<file path="config.mk">
export PLATFORM = sky130hd
export DESIGN_NAME = gpu_noc_ni_bridge_flat
export DESIGN_NICKNAME = d
export VERILOG_FILES = /design/src/rtl/gpu_noc_ni_bridge_if.sv /design/src/rtl/gpu_noc_ni_bridge.sv /design/src/flat_wrapper.sv
export SDC_FILE = /design/constraint.sdc
export NUM_CORES = 1
export LEC_CHECK = 0
export CAP_MARGIN = 20
export CORE_ASPECT_RATIO = 0.7
export CORE_MARGIN = 2
export CORE_UTILIZATION = 35
export DETAILED_ROUTE_END_ITERATION = 8
export GPL_ROUTABILITY_DRIVEN = 0
export PLACE_DENSITY = 0.69
export SYNTH_ARGS = -nofsm -noshare
export SYNTH_HDL_FRONTEND = slang
export SYNTH_SLANG_ARGS = --single-unit
</file>
<file path="constraint.sdc">
create_clock -name ACLK -period 3.1 [get_ports ACLK]
set_input_delay 0.62 -clock ACLK [delete_from_list [all_inputs] [get_ports ACLK]]
set_output_delay 0.62 -clock ACLK [all_outputs]
set_load 0.1 [all_outputs]
</file>
<file path="src/rtl/gpu_noc_ni_bridge_if.sv">
// rtl/gpu_noc_ni_bridge_if.sv - GPU-side and router-side valid/ready channels of the NI bridge
interface gpu_noc_ni_bridge_if #(
    parameter int ID_W      = 6,
    parameter int PAYLOAD_W = 10
);
    localparam int FW = ID_W + PAYLOAD_W;
    localparam int NW = 2 * ID_W + PAYLOAD_W;

    logic [FW-1:0] gpu_data_in;
    logic          gpu_valid_in;
    logic          gpu_ready_out;
    logic [FW-1:0] gpu_data_out;
    logic          gpu_valid_out;
    logic          gpu_ready_in;
    logic [NW-1:0] noc_flit_out;
    logic          noc_valid_out;
    logic          noc_ready_in;
    logic [NW-1:0] noc_flit_in;
    logic          noc_valid_in;
    logic          noc_ready_out;

    modport slave (
        input  gpu_data_in, gpu_valid_in, gpu_ready_in,
        input  noc_ready_in, noc_flit_in, noc_valid_in,
        output gpu_ready_out, gpu_data_out, gpu_valid_out,
        output noc_flit_out, noc_valid_out, noc_ready_out
    );

    modport master (
        output gpu_data_in, gpu_valid_in, gpu_ready_in,
        output noc_ready_in, noc_flit_in, noc_valid_in,
        input  gpu_ready_out, gpu_data_out, gpu_valid_out,
        input  noc_flit_out, noc_valid_out, noc_ready_out
    );
endinterface

</file>
<file path="src/rtl/gpu_noc_ni_bridge.sv">
// rtl/gpu_noc_ni_bridge.sv - GPU tile to NoC network-interface bridge with egress/ingress FIFOs
// Optional flit statistics counters are built when NI_STATS_EN is defined.
module gpu_noc_ni_bridge #(
    parameter int              ID_W      = 6,
    parameter int              PAYLOAD_W = 10,
    parameter int              DEPTH     = 4,
    parameter logic [ID_W-1:0] LOCAL_ID  = ID_W'(10),
    parameter logic [ID_W-1:0] BCAST_ID  = {ID_W{1'b1}}
) (
    input  logic                  ACLK,
    input  logic                  ARESET,
    gpu_noc_ni_bridge_if.slave    ni,
    output logic                  ovf_err,
    output logic [15:0]           tx_count,
    output logic [15:0]           rx_count,
    output logic [15:0]           drop_count
);
    localparam int FW = ID_W + PAYLOAD_W;
    localparam int AW = $clog2(DEPTH);
    localparam logic [AW:0] FULL_CNT = (AW+1)'(DEPTH);

    // ---------------- egress ----------------
    logic [FW-1:0] eg_mem [DEPTH];
    logic [AW-1:0] eg_wr, eg_rd;
    logic [AW:0]   eg_cnt;
    logic          eg_full, eg_empty, eg_push, eg_pop;

    assign eg_full  = (eg_cnt == FULL_CNT);
    assign eg_empty = (eg_cnt == '0);
    // A full FIFO refuses the push even when it is draining this same cycle.
    assign eg_push  = ni.gpu_valid_in && !eg_full;
    assign eg_pop   = !eg_empty && ni.noc_ready_in;

    assign ni.gpu_ready_out = !eg_full;
    assign ni.noc_valid_out = !eg_empty;
    assign ni.noc_flit_out  = {LOCAL_ID, eg_mem[eg_rd]};

    always_ff @(posedge ACLK) begin
        if (ARESET) begin
            eg_wr   <= '0;
            eg_rd   <= '0;
            eg_cnt  <= '0;
            ovf_err <= 1'b0;
        end else begin
            if (eg_push) eg_wr <= eg_wr + AW'(1);
            if (eg_pop)  eg_rd <= eg_rd + AW'(1);
            case ({eg_push, eg_pop})
                2'b10:   eg_cnt <= eg_cnt + (AW+1)'(1);
                2'b01:   eg_cnt <= eg_cnt - (AW+1)'(1);
                default: eg_cnt <= eg_cnt;
            endcase
            if (ni.gpu_valid_in && eg_full) ovf_err <= 1'b1;
        end
    end

    always_ff @(posedge ACLK) begin
        if (eg_push) eg_mem[eg_wr] <= ni.gpu_data_in;
    end

    // ---------------- ingress ----------------
    logic [FW-1:0]   in_mem [DEPTH];
    logic [AW-1:0]   in_wr, in_rd;
    logic [AW:0]     in_cnt;
    logic            in_full, in_empty, in_acc, in_match, in_push, in_pop;
    logic [ID_W-1:0] in_dest;
    logic            unused_src;

    assign in_dest  = ni.noc_flit_in[PAYLOAD_W +: ID_W];
    // Source ID is stripped and never influences filtering, so self-loop flits match normally.
    assign unused_src = &{1'b0, ni.noc_flit_in[FW +: ID_W]};

    assign in_full  = (in_cnt == FULL_CNT);
    assign in_empty = (in_cnt == '0);
    assign in_acc   = ni.noc_valid_in && !in_full;
    assign in_match = (in_dest == LOCAL_ID) || (in_dest == BCAST_ID);
    assign in_push  = in_acc && in_match;
    assign in_pop   = !in_empty && ni.gpu_ready_in;

    assign ni.noc_ready_out = !in_full;
    assign ni.gpu_valid_out = !in_empty;
    assign ni.gpu_data_out  = in_mem[in_rd];

    always_ff @(posedge ACLK) begin
        if (ARESET) begin
            in_wr  <= '0;
            in_rd  <= '0;
            in_cnt <= '0;
        end else begin
            if (in_push) in_wr <= in_wr + AW'(1);
            if (in_pop)  in_rd <= in_rd + AW'(1);
            case ({in_push, in_pop})
                2'b10:   in_cnt <= in_cnt + (AW+1)'(1);
                2'b01:   in_cnt <= in_cnt - (AW+1)'(1);
                default: in_cnt <= in_cnt;
            endcase
        end
    end

    always_ff @(posedge ACLK) begin
        if (in_push) in_mem[in_wr] <= ni.noc_flit_in[FW-1:0];
    end

    // ---------------- statistics ----------------
`ifdef NI_STATS_EN
    logic in_drop;
    assign in_drop = in_acc && !in_match;

    always_ff @(posedge ACLK) begin
        if (ARESET) begin
            tx_count   <= 16'h0;
            rx_count   <= 16'h0;
            drop_count <= 16'h0;
        end else begin
            if (eg_pop  && tx_count   != 16'hFFFF) tx_count   <= tx_count   + 16'd1;
            if (in_pop  && rx_count   != 16'hFFFF) rx_count   <= rx_count   + 16'd1;
            if (in_drop && drop_count != 16'hFFFF) drop_count <= drop_count + 16'd1;
        end
    end
`else
    assign tx_count   = 16'h0;
    assign rx_count   = 16'h0;
    assign drop_count = 16'h0;
`endif
endmodule
</file>
<file path="src/flat_wrapper.sv">
// flat-port wrapper written by rule: the top's interface ports become plain ports
module gpu_noc_ni_bridge_flat 
#(
    parameter int              ID_W      = 6,
    parameter int              PAYLOAD_W = 10,
    parameter int              DEPTH     = 4,
    parameter logic [ID_W-1:0] LOCAL_ID  = ID_W'(10),
    parameter logic [ID_W-1:0] BCAST_ID  = {ID_W{1'b1}}
)
  (ACLK, ARESET, ovf_err, tx_count, rx_count, drop_count, ni_gpu_data_in, ni_gpu_valid_in, ni_gpu_ready_in, ni_noc_ready_in, ni_noc_flit_in, ni_noc_valid_in, ni_gpu_ready_out, ni_gpu_data_out, ni_gpu_valid_out, ni_noc_flit_out, ni_noc_valid_out, ni_noc_ready_out);
  gpu_noc_ni_bridge_if #(.ID_W(ID_W), .PAYLOAD_W(PAYLOAD_W)) ni_i ();
  input  logic ACLK;
  input  logic ARESET;
  output logic ovf_err;
  output logic [15:0] tx_count;
  output logic [15:0] rx_count;
  output logic [15:0] drop_count;
  input wire logic [$bits(ni_i.gpu_data_in)-1:0] ni_gpu_data_in;
  input wire logic [$bits(ni_i.gpu_valid_in)-1:0] ni_gpu_valid_in;
  input wire logic [$bits(ni_i.gpu_ready_in)-1:0] ni_gpu_ready_in;
  input wire logic [$bits(ni_i.noc_ready_in)-1:0] ni_noc_ready_in;
  input wire logic [$bits(ni_i.noc_flit_in)-1:0] ni_noc_flit_in;
  input wire logic [$bits(ni_i.noc_valid_in)-1:0] ni_noc_valid_in;
  output wire logic [$bits(ni_i.gpu_ready_out)-1:0] ni_gpu_ready_out;
  output wire logic [$bits(ni_i.gpu_data_out)-1:0] ni_gpu_data_out;
  output wire logic [$bits(ni_i.gpu_valid_out)-1:0] ni_gpu_valid_out;
  output wire logic [$bits(ni_i.noc_flit_out)-1:0] ni_noc_flit_out;
  output wire logic [$bits(ni_i.noc_valid_out)-1:0] ni_noc_valid_out;
  output wire logic [$bits(ni_i.noc_ready_out)-1:0] ni_noc_ready_out;
  assign ni_i.gpu_data_in = ni_gpu_data_in;
  assign ni_i.gpu_valid_in = ni_gpu_valid_in;
  assign ni_i.gpu_ready_in = ni_gpu_ready_in;
  assign ni_i.noc_ready_in = ni_noc_ready_in;
  assign ni_i.noc_flit_in = ni_noc_flit_in;
  assign ni_i.noc_valid_in = ni_noc_valid_in;
  assign ni_gpu_ready_out = ni_i.gpu_ready_out;
  assign ni_gpu_data_out = ni_i.gpu_data_out;
  assign ni_gpu_valid_out = ni_i.gpu_valid_out;
  assign ni_noc_flit_out = ni_i.noc_flit_out;
  assign ni_noc_valid_out = ni_i.noc_valid_out;
  assign ni_noc_ready_out = ni_i.noc_ready_out;
  gpu_noc_ni_bridge #(.ID_W(ID_W), .PAYLOAD_W(PAYLOAD_W), .DEPTH(DEPTH), .LOCAL_ID(LOCAL_ID), .BCAST_ID(BCAST_ID)) u_core (.ACLK(ACLK), .ARESET(ARESET), .ni(ni_i), .ovf_err(ovf_err), .tx_count(tx_count), .rx_count(rx_count), .drop_count(drop_count));
endmodule
</file>
==> metrics.md <==
| Metric | Value |
|---|---|
| Sequential cell area fraction in the yosys report | 69.91% |
| Required time reported for the critical path endpoint | 3.43 ns |
| Sw Share | 36.40% |
| Io pins | 135 |
| Number of cells produced by synthesis | 334 |
| Leakage component of the power | 2.725 nW |
| Status | complete, no violations |
| Full die area | 0.01835 mm^2 |
| Area share of the largest cell type after synthesis | 63.62% |
| Antenna violations before repair | 0 |
| Total number of vias | 2,963 |
| Worst-case clock buffer depth | 2 |
| Period utilisation layout | 83.84% |
| Insertion delay of the later-clocked pin in the worst-skew pair | 0.41 ns |
| Setup ws final | 0.5011 ns |
| EDFF count, synth | 128 |
| Path type of the worst setup path | input port to register |
| Clock edge transition at the registers on the reported setup and hold paths | 0.06 ns |
| Most used cells in the layout excluding fill and tap cells | sky130_fd_sc_hd__edfxtp_1 (128), sky130_fd_sc_hd__conb_1 (54), sky130_fd_sc_hd__clkdlybuf4s50_1 (37) |
| TritonCTS clock tree | yes |
| Number of distinct standard cells referenced by the synthesized netlist | 32 |
| Die span in x | 161.0 um |
| Synthesized flop and latch total | 147 |
| Cell type with the highest aggregate area in the netlist | sky130_fd_sc_hd__edfxtp_1 |
| Post-route setup TNS | 0 ns |
| Total routed wirelength | 10.03 mm |
| Post-detail-place hpwl | 6.655 mm |
| Max Cap Violations | 0 |
| Final antenna-violating net count | 0 |
| Wire length of the first global-routing pass | 16.04 mm |
| Clock tree root buffer cell | sky130_fd_sc_hd__clkbuf_16 |
| Relative contribution of the clock network to total power | 29.9% |
| Hold-fix buffers, CTS | 0 |
| Net Sw Power | 2.317 mW |
| Die height | 113.9 um |
| Max Clock Skew | 0.009723 ns |
| Synth area leaders | sky130_fd_sc_hd__edfxtp_1 (64%), sky130_fd_sc_hd__mux4_2 (12%), sky130_fd_sc_hd__buf_4 (7.0%) |
| Number of global-route vias before repair | 3,079 |
| Overall track demand over capacity in global routing | 11.75% |
| First-pass detailed-route iteration total | 4 |
| Area added between synthesis and finish | 29.84% |
| Fin. Hold Viols | 0 |
| Nature of the critical path startpoint | input port |
| Cell-internal power | 4.049 mW |
| Slew Limit Headroom | 48.56% |
| Filler instances | 1,456 |
| Post-CTS repair timing setup buffer count | 0 |
| Synthesized area | 0.006042 mm^2 |
| Most used flip-flop cell after synthesis | sky130_fd_sc_hd__edfxtp_1 |
| Final number of max-transition violations | 0 |
| Post-DR vias/cell | 4.403 |
| Setup-violating endpoint count in the final report | 0 |
| Core area | 0.01702 mm^2 |
| # clock sinks | 147 |
| Dpl ws | 0.1056 ns |
| Synthesized area per cell | 18.09 um^2 |
| RSZ-0062 raised after global routing | false |
| Slew @ Worst Pin | 0.7706 ns |
| Time the worst path needs with I/O delays and setup | 2.599 ns |
| Cts repair resizes | 0 |
| Wire per inst | 14.90 um |
| Comb pwr share | 33.7% |
| Most common library cell in the layout ignoring fill and taps | sky130_fd_sc_hd__edfxtp_1 |
| Share of final-layout standard cells stronger than drive strength 1 | 26.70% |
| Nets | 485 |
| Fraction of registers with async set or reset after synthesis | 0% |
| Final worst hold slack | 0.4948 ns |
| Pin count of the biggest net entering global routing | 17 |
| 1st-iter DRT viols | 133 |
| Ratio of total power to cell area | 811.5 mW/mm^2 |
| Clock buffer count from CTS | 17 |
| Max FO, Critical Path | 2 |
| Sequential share of power | 36.4% |
| Placement Rows | 40 |
| Peak supply drop | 0.5154 mV |
| Number of levels the H-tree was split into | 4 |
| Arrival time at the worst endpoint | 2.93 ns |
| Antenna diode count | 0 |
| Maximum clock frequency | 384.8 MHz |
| Tightest Hold Check Type | register to register |
| Total Power Consumption | 6.366 mW |
| Residual DRC | 0 |
| Util after Layout | 46.10% |
| Initial standard-cell utilization of the core | 35.51% |
| Endpoint class of the critical path | register |
| Total gr overflow | 0 |
| Buffers added on ports | 74 |
| Synth warnings | 0 |
Yosys cell counts (3+ instances only):
library cell,number
sky130_fd_sc_hd__a21oi_1,6
sky130_fd_sc_hd__and2_1,4
sky130_fd_sc_hd__and3_1,4
sky130_fd_sc_hd__buf_4,56
sky130_fd_sc_hd__clkbuf_1,8
sky130_fd_sc_hd__dfxtp_1,19
sky130_fd_sc_hd__edfxtp_1,128
sky130_fd_sc_hd__ha_1,10
sky130_fd_sc_hd__inv_1,12
sky130_fd_sc_hd__mux4_2,32
sky130_fd_sc_hd__nand3_1,3
sky130_fd_sc_hd__nor2_1,15
sky130_fd_sc_hd__or3_1,4
sky130_fd_sc_hd__xor2_1,6
state kept, by name, indices dropped and copies added, names as in the netlist, named ones only:
| signal | cells |
|---|---|
| u_core.eg_rd | 2 |
| u_core.in_wr | 2 |
| u_core.eg_wr | 2 |
| u_core.eg_cnt | 3 |
| u_core.in_cnt | 3 |
| u_core.in_mem | 64 |
| u_core.in_rd | 2 |
| u_core.eg_mem | 64 |
| u_core.ovf_err | 1 |
power groups by stage:
stage               clock network, mW  registers (mW)  logic [mW]
global route                     2.05            2.33        2.23
floorplan                           0            2.35        1.58
finish                           1.90            2.32        2.15
CTS                              1.96            2.32        2.17
detailed placement                  0            2.36        2.16
global placement                    0            2.35        2.15
cells by family after synthesis:
| kind of cell | count (synthesis) | share of synthesized area (%) |
|---|---|---|
| xor gates and xnor gates | 8 | 1.160 |
| other | 2 | 0.1243 |
| buffers and inverters | 78 | 8.325 |
| and+or+nand+nor | 37 | 3.437 |
| DFF | 147 | 69.91 |
| AOI/OAI and AO/OA | 16 | 1.967 |
| adders and majority gates | 12 | 2.734 |
| muxes | 34 | 12.34 |
worst max-delay path, cell delays in order:
cell and delay [ns]:
sky130_fd_sc_hd__clkdlybuf4s50_1 0.42, sky130_fd_sc_hd__or4_4 0.56, sky130_fd_sc_hd__a211oi_4 0.26, sky130_fd_sc_hd__inv_1 0.06, sky130_fd_sc_hd__ha_1 0.21, sky130_fd_sc_hd__inv_1 0.07
sky130_fd_sc_hd__fa_1 0.18, sky130_fd_sc_hd__xor2_1 0.09, sky130_fd_sc_hd__or3_1 0.31, sky130_fd_sc_hd__a21oi_1 0.14
routing by layer:
| metal | vias up | wire length, um | track usage, % |
|---|---|---|---|
| met1 | 1497 | 4247 | 14.72 |
| met3 | 13 | 599 | 3.418 |
| met2 | 98 | 5009 | 18.94 |
| met4 | 0 | 175 | 5.714 |
| li1 | 1355 | - | - |
| met5 | - | 0 | 0 |
metrics by stage:
step,area (um^2),cells
after floorplan,6237,386
after global placement,7287,641
after detailed placement,7287,641
after CTS,7845,673
after global routing,7845,673
final,7845,673
final cells by class:
type                       instances  area (um^2)  share of cell area, %
timing repair buffer              90         1219                  15.53
clock buffer                      18        429.2                  5.471
tap                              231        289.0                  3.684
inverter                          12        45.04                 0.5742
clock inverter                    14        128.9                  1.643
sequential                       147         4224                  53.84
multi-input combinational        161         1510                  19.25
path summary, 6_finish.rpt:
check        slack (ns)                       endpoint  cells after the start                          start
max                0.50  u_core.in_cnt[2]$_SDFFE_PP0P_                     10             ni_noc_flit_in[10]
min                0.49    u_core.ovf_err$_SDFFE_PP0P_                      2    u_core.ovf_err$_SDFFE_PP0P_
max reg2reg        0.69  u_core.eg_cnt[2]$_SDFFE_PP0P_                      8  u_core.eg_cnt[2]$_SDFFE_PP0P_
min reg2reg        0.49    u_core.ovf_err$_SDFFE_PP0P_                      2    u_core.ovf_err$_SDFFE_PP0P_
Note: power is estimated with default switching activity, not from simulation.
